[src/rtl/riscv_dmem_stall_bridge.sv]
// Data-memory bridge between the MEM pipeline stage and a req/gnt/rvalid memory port.
// One outstanding access; the pipeline is stalled until the access completes, faults or times out.
module riscv_dmem_stall_bridge #(
    parameter int unsigned XLEN           = 32,
    parameter int unsigned TIMEOUT_CYCLES = 255
) (
    input  logic                 i_clk,
    input  logic                 i_rstn,
    input  logic                 i_dsb_req,
    input  logic                 i_dsb_wr_en,
    input  logic [2:0]           i_dsb_func3,
    input  logic [XLEN-1:0]      i_dsb_addr,
    input  logic [XLEN-1:0]      i_dsb_wr_data,
    output logic                 o_dsb_stall,
    output logic                 o_dsb_rd_valid,
    output logic [XLEN-1:0]      o_dsb_rd_data,
    output logic [1:0]           o_dsb_exc,
    output logic                 o_dsb_mem_req,
    output logic                 o_dsb_mem_wr_en,
    output logic [XLEN-1:0]      o_dsb_mem_addr,
    output logic [XLEN/8-1:0]    o_dsb_mem_byte_sel,
    output logic [XLEN-1:0]      o_dsb_mem_wr_data,
    input  logic                 i_dsb_mem_gnt,
    input  logic                 i_dsb_mem_rvalid,
    input  logic [XLEN-1:0]      i_dsb_mem_rd_data
);

    localparam int unsigned NB   = XLEN / 8;
    localparam int unsigned OFFW = $clog2(NB);

    localparam logic [1:0] S_IDLE = 2'd0;
    localparam logic [1:0] S_REQ  = 2'd1;
    localparam logic [1:0] S_WAIT = 2'd2;
    localparam logic [1:0] S_DONE = 2'd3;

    localparam logic [15:0] TMO_LAST = 16'(TIMEOUT_CYCLES - 1);

    logic [1:0]      state_q, state_d;
    logic [15:0]     tmo_cnt_q, tmo_cnt_d;
    logic            tmo_q, tmo_d;
    logic [XLEN-1:0] rd_data_q, rd_data_d;

    logic            wr_en_q;
    logic [2:0]      func3_q;
    logic [OFFW-1:0] off_q;
    logic [XLEN-1:0] mem_addr_q;
    logic [NB-1:0]   byte_sel_q;
    logic [XLEN-1:0] wr_data_q;

    logic            illegal;
    logic            misaligned;
    logic            accept;
    logic [OFFW-1:0] req_off;
    logic [NB-1:0]   byte_sel_c;
    logic [XLEN-1:0] wr_data_c;
    logic [XLEN-1:0] rd_shift;
    logic [XLEN-1:0] rd_ext;

    assign req_off = i_dsb_addr[OFFW-1:0];

    always_comb begin
        illegal = 1'b0;
        if (i_dsb_wr_en) begin
            illegal = i_dsb_func3[2] || (i_dsb_func3 == 3'b011 && XLEN == 32);
        end else begin
            illegal = (i_dsb_func3 == 3'b111) ||
                      ((i_dsb_func3 == 3'b011 || i_dsb_func3 == 3'b110) && XLEN == 32);
        end
    end

    always_comb begin
        misaligned = 1'b0;
        case (i_dsb_func3[1:0])
            2'b01:   misaligned = i_dsb_addr[0];
            2'b10:   misaligned = |i_dsb_addr[1:0];
            2'b11:   misaligned = |i_dsb_addr[2:0];
            default: misaligned = 1'b0;
        endcase
    end

    assign accept = (state_q == S_IDLE) && i_dsb_req && !illegal && !misaligned;

    // Store data is truncated to the access size before lane positioning so unused lanes drive zero.
    always_comb begin
        byte_sel_c = '0;
        wr_data_c  = '0;
        case (i_dsb_func3[1:0])
            2'b00: begin
                byte_sel_c = NB'(1) << req_off;
                wr_data_c  = XLEN'(i_dsb_wr_data[7:0]);
            end
            2'b01: begin
                byte_sel_c = NB'(3) << req_off;
                wr_data_c  = XLEN'(i_dsb_wr_data[15:0]);
            end
            2'b10: begin
                byte_sel_c = NB'(4'hF) << req_off;
                wr_data_c  = XLEN'(i_dsb_wr_data[31:0]);
            end
            default: begin
                byte_sel_c = '1;
                wr_data_c  = i_dsb_wr_data;
            end
        endcase
        wr_data_c = wr_data_c << {req_off, 3'b000};
    end

    assign rd_shift = i_dsb_mem_rd_data >> {off_q, 3'b000};

    always_comb begin
        rd_ext = rd_shift;
        case (func3_q)
            3'b000:  rd_ext = XLEN'($signed(rd_shift[7:0]));
            3'b001:  rd_ext = XLEN'($signed(rd_shift[15:0]));
            3'b010:  rd_ext = XLEN'($signed(rd_shift[31:0]));
            3'b100:  rd_ext = XLEN'(rd_shift[7:0]);
            3'b101:  rd_ext = XLEN'(rd_shift[15:0]);
            3'b110:  rd_ext = XLEN'(rd_shift[31:0]);
            default: rd_ext = rd_shift;
        endcase
    end

    // The counter keeps running across REQ->WAIT, so the limit check uses >= rather than ==.
    always_comb begin
        state_d   = state_q;
        tmo_cnt_d = tmo_cnt_q;
        tmo_d     = tmo_q;
        rd_data_d = rd_data_q;
        case (state_q)
            S_IDLE: begin
                if (accept) begin
                    state_d   = S_REQ;
                    tmo_cnt_d = '0;
                    tmo_d     = 1'b0;
                end
            end
            S_REQ: begin
                tmo_cnt_d = tmo_cnt_q + 16'd1;
                if (i_dsb_mem_gnt) begin
                    state_d = wr_en_q ? S_DONE : S_WAIT;
                end else if (tmo_cnt_q >= TMO_LAST) begin
                    state_d   = S_DONE;
                    tmo_d     = 1'b1;
                    rd_data_d = '0;
                end
            end
            S_WAIT: begin
                tmo_cnt_d = tmo_cnt_q + 16'd1;
                if (i_dsb_mem_rvalid) begin
                    state_d   = S_DONE;
                    rd_data_d = rd_ext;
                end else if (tmo_cnt_q >= TMO_LAST) begin
                    state_d   = S_DONE;
                    tmo_d     = 1'b1;
                    rd_data_d = '0;
                end
            end
            default: begin
                state_d = S_IDLE;
            end
        endcase
    end

    always_ff @(posedge i_clk or negedge i_rstn) begin
        if (!i_rstn) begin
            state_q   <= S_IDLE;
            tmo_cnt_q <= '0;
            tmo_q     <= 1'b0;
            rd_data_q <= '0;
        end else begin
            state_q   <= state_d;
            tmo_cnt_q <= tmo_cnt_d;
            tmo_q     <= tmo_d;
            rd_data_q <= rd_data_d;
        end
    end

    always_ff @(posedge i_clk or negedge i_rstn) begin
        if (!i_rstn) begin
            wr_en_q    <= 1'b0;
            func3_q    <= '0;
            off_q      <= '0;
            mem_addr_q <= '0;
            byte_sel_q <= '0;
            wr_data_q  <= '0;
        end else if (accept) begin
            wr_en_q    <= i_dsb_wr_en;
            func3_q    <= i_dsb_func3;
            off_q      <= req_off;
            mem_addr_q <= i_dsb_addr & ~XLEN'(NB - 1);
            byte_sel_q <= byte_sel_c;
            wr_data_q  <= wr_data_c;
        end
    end

    // Combinational IDLE outputs are gated by reset so an asserted request cannot leak through.
    assign o_dsb_stall = i_rstn && (accept || state_q == S_REQ || state_q == S_WAIT);

    always_comb begin
        o_dsb_exc = 2'b00;
        if (i_rstn) begin
            if (state_q == S_IDLE && i_dsb_req) begin
                if (illegal)         o_dsb_exc = 2'b10;
                else if (misaligned) o_dsb_exc = 2'b01;
            end else if (state_q == S_DONE && tmo_q) begin
                o_dsb_exc = 2'b11;
            end
        end
    end

    assign o_dsb_rd_valid     = (state_q == S_DONE) && !wr_en_q && !tmo_q;
    assign o_dsb_rd_data      = rd_data_q;
    assign o_dsb_mem_req      = (state_q == S_REQ);
    assign o_dsb_mem_wr_en    = (state_q == S_REQ) && wr_en_q;
    assign o_dsb_mem_addr     = mem_addr_q;
    assign o_dsb_mem_byte_sel = byte_sel_q;
    assign o_dsb_mem_wr_data  = wr_data_q;

endmodule

[config.mk]
export PLATFORM = sky130hd
export DESIGN_NAME = riscv_dmem_stall_bridge
export DESIGN_NICKNAME = d
export VERILOG_FILES = /design/src/rtl/riscv_dmem_stall_bridge.sv
export SDC_FILE = /design/constraint.sdc
export NUM_CORES = 1
export LEC_CHECK = 0
export ABC_CLOCK_PERIOD_IN_PS = 2900
export BUFFER_PORTS_ARGS = -buffer_cell sky130_fd_sc_hd__buf_2
export CAP_MARGIN = 20
export CORE_MARGIN = 3
export CORE_UTILIZATION = 45
export CTS_CLUSTER_SIZE = 10
export DETAILED_ROUTE_END_ITERATION = 6
export PLACE_DENSITY = 0.7
export SLEW_MARGIN = 25
export SYNTH_ARGS = -nofsm -noshare
export SYNTH_HDL_FRONTEND = slang
export SYNTH_SLANG_ARGS = --single-unit
[constraint.sdc]
create_clock -name i_clk -period 2.9 [get_ports i_clk]
set_input_delay 0.29 -clock i_clk [delete_from_list [all_inputs] [get_ports i_clk]]
set_output_delay 0.29 -clock i_clk [all_outputs]
set_load 0.01 [all_outputs]
==> results list <==
- Final weighted congestion of routability-driven global placement: between 0.8 and 0.9
- The average instance in the mapped netlist occupies between 9 and 10 sq um.
* Initial core utilization: 0.465
- For this run, the share of the core covered by cells in the final layout is 0.609.
- The clock passes through at most 2 buffers.
- Violations in the final reports: negative hold slack
- On the critical path, the stage with the largest delay is an instance of dfrtp_1.
- First-pass GRT wire length: approximately 27000 microns
- Before antenna repair, the detailed router went through 5 iterations.
- Setup violations remaining at the end of the flow were counted as 0.
* Worst hold-check path type: in -> async
- Post-synthesis share of cell area spent on and, or, nand and nor gates: 0.212
* Maximum number of pins on one net before global-route repair: approximately 120
- For this block, the via count after detailed routing is slightly below 6000.
- The clock net in this run drives a total of between 100 and 150 sinks.
- Number of maximum-capacitance violations: 0
* Endpoint of the lowest-slack register-to-register path: tmo_cnt_q[11]
- Cell-by-cell trace of the critical path: inv_1 -> ha_2 -> nand2_2 -> or3b_4 -> nor3_1 -> o21ai_0 -> a21oi_1 -> buf_2
* Clock tree from TritonCTS: done
- The analysis attributes to cell leakage a power of about 0.0042 uW.
- The worst register-to-register path begins at state_q[1].
* CTS H-tree depth: 4
* Clock transition at the register clock pins on the worst setup and hold paths after CTS: 0.06 ns
- The worst setup path is launched from a flip-flop.
- Internal reg-to-reg setup slack: about 0.52 ns
* Layout net count: approximately 1000
- Uppermost signal routing layer after detailed routing: met4
- The die covers between 15000 and 20000 sq um.
- In the detailed route, the total length drawn on met2 is around 8200 microns.
- Wire length per cell after detailed routing: roughly 16 microns
* Overall overflow remaining after global route: 0
- Share of the synthesized netlist area taken by xor and xnor gates: 0
* Post-Route Hold Slack: -0.000674 ns
- Number of standard-cell rows in the floorplan: 42
- After synthesis, the largest family of logic cells by area is simple AND/OR/NAND/NOR gates.
* Share of power burned in combinational logic: 0.386
- Area of the mapped netlist: 6210 sq um
- Worst setup path endpoint: o_dsb_exc[0]
* Highest attainable clock frequency: 0.360 GHz
- Flip-flop cell with the highest count after synthesis: dfrtp_1
* Multiplexer share of the synthesized area: 0.0617
- Asr flop ratio synth: 1.00
- Counting cells, the worst reg-to-reg path comes to 7.
- Counting I/O delays and the setup requirement, the final critical path takes 2.78 ns.
- The critical path in this run is classified as reg -> out.
- The number of clock buffers added by TritonCTS is 17.
- Skew final: 0.00715 ns
- The number of antenna violations at the first check in global routing was 0.
- The worst setup path is captured at an output port.
- Seq cells post-synth: 123
- Synthesis produced slightly below 700 cells.
- Outcome: complete, but fails checks
- Delay of the slowest cell on the worst path: between 0.4 and 0.5 ns
* Post-synthesis sequential area ratio: 0.496
- Data arrival time of the critical path: 2.49 ns
- Overall routed net length: roughly 17000 microns
- Using the TritonRoute via totals, the vias-per-cell ratio works out to around 5.4.
* Final max-slew violation count: 0
* Power density cells: 1050 nW/um^2
* Switching power total: between 3000 and 4000 uW
- Required @ worst endpoint: between 2 and 3 ns
- After legalization and detailed placement, the total HPWL measured between 10000 and 15000 microns.
* Highest ir drop seen on vdd: roughly 0.54 mV
* Insertion delay of the later-clocked pin in the worst-skew pair: about 0.42 ns
* Share of final-layout standard cells stronger than drive strength 1: 0.319
- After the first detailed-routing iteration, the DRC count stood at ~700.
- The complex-gate fraction of the synthesized area was 0.171.
- Of the total synthesized cell area, the portion taken by full adders, half adders and majority gates is 0.0242.
- Summed over all nets, wire length on met3 after detailed routing comes to ~1400 microns.
- Of the total power, registers draw 0.337.
- The share of total power dissipated in the clock network is 0.277.
* Count of antenna diodes in the layout: 0
- Transition time at the pin with the least slew margin: 0.828 ns
* Switching share of power: 0.368
- Post-Route Setup TNS: 0 ns
* Period utilization: 0.957
- Count of distinct cell types in the synthesized netlist: between 50 and 60
* Post-synthesis to final-layout area growth: 30.9%
* Root Buffer: clkbuf_16
- GRT Total Usage: 0.224
- Setup repair after global routing left no endpoint under its margin.
- about 210 I/O pins were placed.
- The region available for standard cell placement spans 13300 sq um.
* CP Launch Point: state_q[1]
* Final antenna-violating net count: 0
* Fill cell instance count of the final layout: between 1000 and 1500
* Chip width: ~120 microns
* Met1 Routed Length: just over 7000 microns
- Endpoints failing hold: 1
- For this run, the number of Yosys warnings is 0.
- Headroom to the max-slew limit came out at 0.446.
* Count of unresolved DRC violations after routing: 0
- In this run the vertical extent of the chip is roughly 120 microns.
* Via count of the first global-routing pass: roughly 5300
- Count of buffers from port buffering: approximately 210
* Largest driver fanout on the critical path: 5
* Postcts setup bufs: 0
- Number of synthesized flops with an enable pin: 0
- The internal portion of the total power is between 5000 and 6000 uW.
per-stage QoR:
step	hold slack (ns)	worst slack [ns]	cell area (sq um)	power, uW	instances
6_report	-0.000674	0.124	8130	8560	1070
5_1_grt	0.0432	0.00887	8130	9150	1070
4_1_cts	0.0281	0.0949	8120	8610	1070
3_5_place_dp	0.455	0.485	7460	6210	1038
3_3_place_gp	0.447	0.319	7450	6120	1038
2_1_floorplan	-0.00559	0.792	6210	4910	681
worst min path at each step:
| stage | from | slack (ns) | to |
|---|---|---|---|
| after floorplan | i_rstn | -0.006 | func3_q[0] |
| after global placement | o_dsb_mem_wr_data[2] | 0.45 | o_dsb_mem_wr_data[2] |
| after detailed placement | o_dsb_mem_wr_data[7] | 0.46 | o_dsb_mem_wr_data[7] |
| after CTS | i_rstn | 0.03 | o_dsb_rd_data[29] |
| after global routing | i_rstn | 0.04 | o_dsb_mem_addr[6] |
| final | i_rstn | -0.0007 | o_dsb_rd_data[10] |
cell families after synthesis:
group | after synthesis
buffers and inverters | 52
AND/OR/NAND/NOR | 298
flip-flops | 123
adder cells (fa/ha/maj) | 12
multiplexers | 35
AO/OA/AOI/OAI | 159
other | 1
synthesized netlist by cell type (2+ instances only):
| master | number | area [sq um] |
|---|---|---|
| ha_1 | 12 | 150 |
| a31oi_1 | 3 | 18.8 |
| clkbuf_1 | 24 | 90.1 |
| nand3_1 | 14 | 70.1 |
| or4b_2 | 2 | 20.0 |
| buf_4 | 2 | 15.0 |
| nand2b_1 | 8 | 50.1 |
| o2bb2ai_1 | 14 | 123 |
| or3_1 | 7 | 43.8 |
| o21ai_0 | 52 | 260 |
| o211ai_1 | 2 | 15.0 |
| buf_1 | 4 | 15.0 |
| nor3b_1 | 2 | 15.0 |
| o31ai_1 | 3 | 22.5 |
| and4_1 | 2 | 17.5 |
| dfrtp_1 | 123 | 3080 |
| or4b_1 | 2 | 20.0 |
| inv_1 | 9 | 33.8 |
| nor3b_2 | 2 | 25.0 |
| nand4_1 | 3 | 18.8 |
| mux2i_1 | 18 | 180 |
| nor2_1 | 43 | 161 |
| o41ai_1 | 3 | 26.3 |
| a221o_1 | 17 | 170 |
| buf_2 | 13 | 65.1 |
| nor3_1 | 4 | 20.0 |
| a22oi_1 | 6 | 45.0 |
| nor2b_1 | 4 | 25.0 |
| and3_1 | 5 | 31.3 |
| a221oi_1 | 12 | 105 |
| nand2_1 | 188 | 706 |
| nor4_1 | 3 | 18.8 |
| a211oi_1 | 2 | 15.0 |
| a21oi_1 | 35 | 175 |
| or2_2 | 2 | 12.5 |
| mux2_2 | 16 | 180 |
state kept, by name (all words and copies together), names as in the netlist:
signal              flops
wr_en_q                 1
tmo_cnt_q              16
o_dsb_mem_addr         30
func3_q                 3
o_dsb_mem_wr_data      32
off_q                   2
tmo_q                   1
o_dsb_mem_byte_sel      4
state_q                 2
o_dsb_rd_data          32
placed cells by master, fill, tap and decap left out, types with 3 or more instances in the layout:
master	netlist	routed
a21oi_1	35	35
a221o_1	17	17
a221oi_1	12	12
a22oi_1	6	6
and3_1	5	5
buf_2	13	207
buf_4	2	15
bufinv_16	0	5
clkbuf_1	24	4
clkbuf_16	0	17
clkbuf_8	0	5
dfrtp_1	123	123
ha_1	12	11
inv_1	9	9
mux2_2	16	16
mux2i_1	18	18
nand2_1	188	187
nand2b_1	8	8
nand3_1	14	14
nand4_1	3	3
nor2_1	43	42
nor2b_1	4	4
nor3_1	4	4
nor4_1	3	3
o21ai_0	52	52
o2bb2ai_1	14	14
o31ai_1	3	3
o41ai_1	3	3
or3_1	7	7
metal layers:
metal  GRT usage  vias up
met3      0.0618       33
met1       0.290     2711
met2       0.354      245
met4      0.0934        0
met5           0        -
li1            -     2787
critical path, delay by kind of cell (launching register included):
family	cells	cell delay, ns
and+or+nand+nor	3	0.65
DFF	1	0.44
AOI/OAI and AO/OA	2	0.39
buffers and inverters	2	0.34
adders and majority gates	1	0.26
repair_timing:
action | 4_1_cts | 5_1_grt
endpoints found under the setup margin | 0 | 2
hold endpoints to repair | 0 | 0
resized for setup | 0 | 1
hold buffers | 0 | 0
final cells by class:
class,count,area (sq um),share of cell area
repair buffers,224,1190,0.146
inverters,9,33.8,0.00416
well taps,176,220,0.0271
clock inverters,6,155,0.0191
flip-flops and latches,123,3080,0.379
clock buffers,26,509,0.0627
multi-input cells,506,2940,0.362
power groups by stage:
stage	Clock (uW)	Combinational [uW]	Sequential, uW
6_report	2370	3300	2890
4_1_cts	2400	3320	2890
2_1_floorplan	0	1820	3090
5_1_grt	2470	3690	2980
3_3_place_gp	0	3230	2890
3_5_place_dp	0	3310	2900
Note: power is estimated with default switching activity, not from simulation.
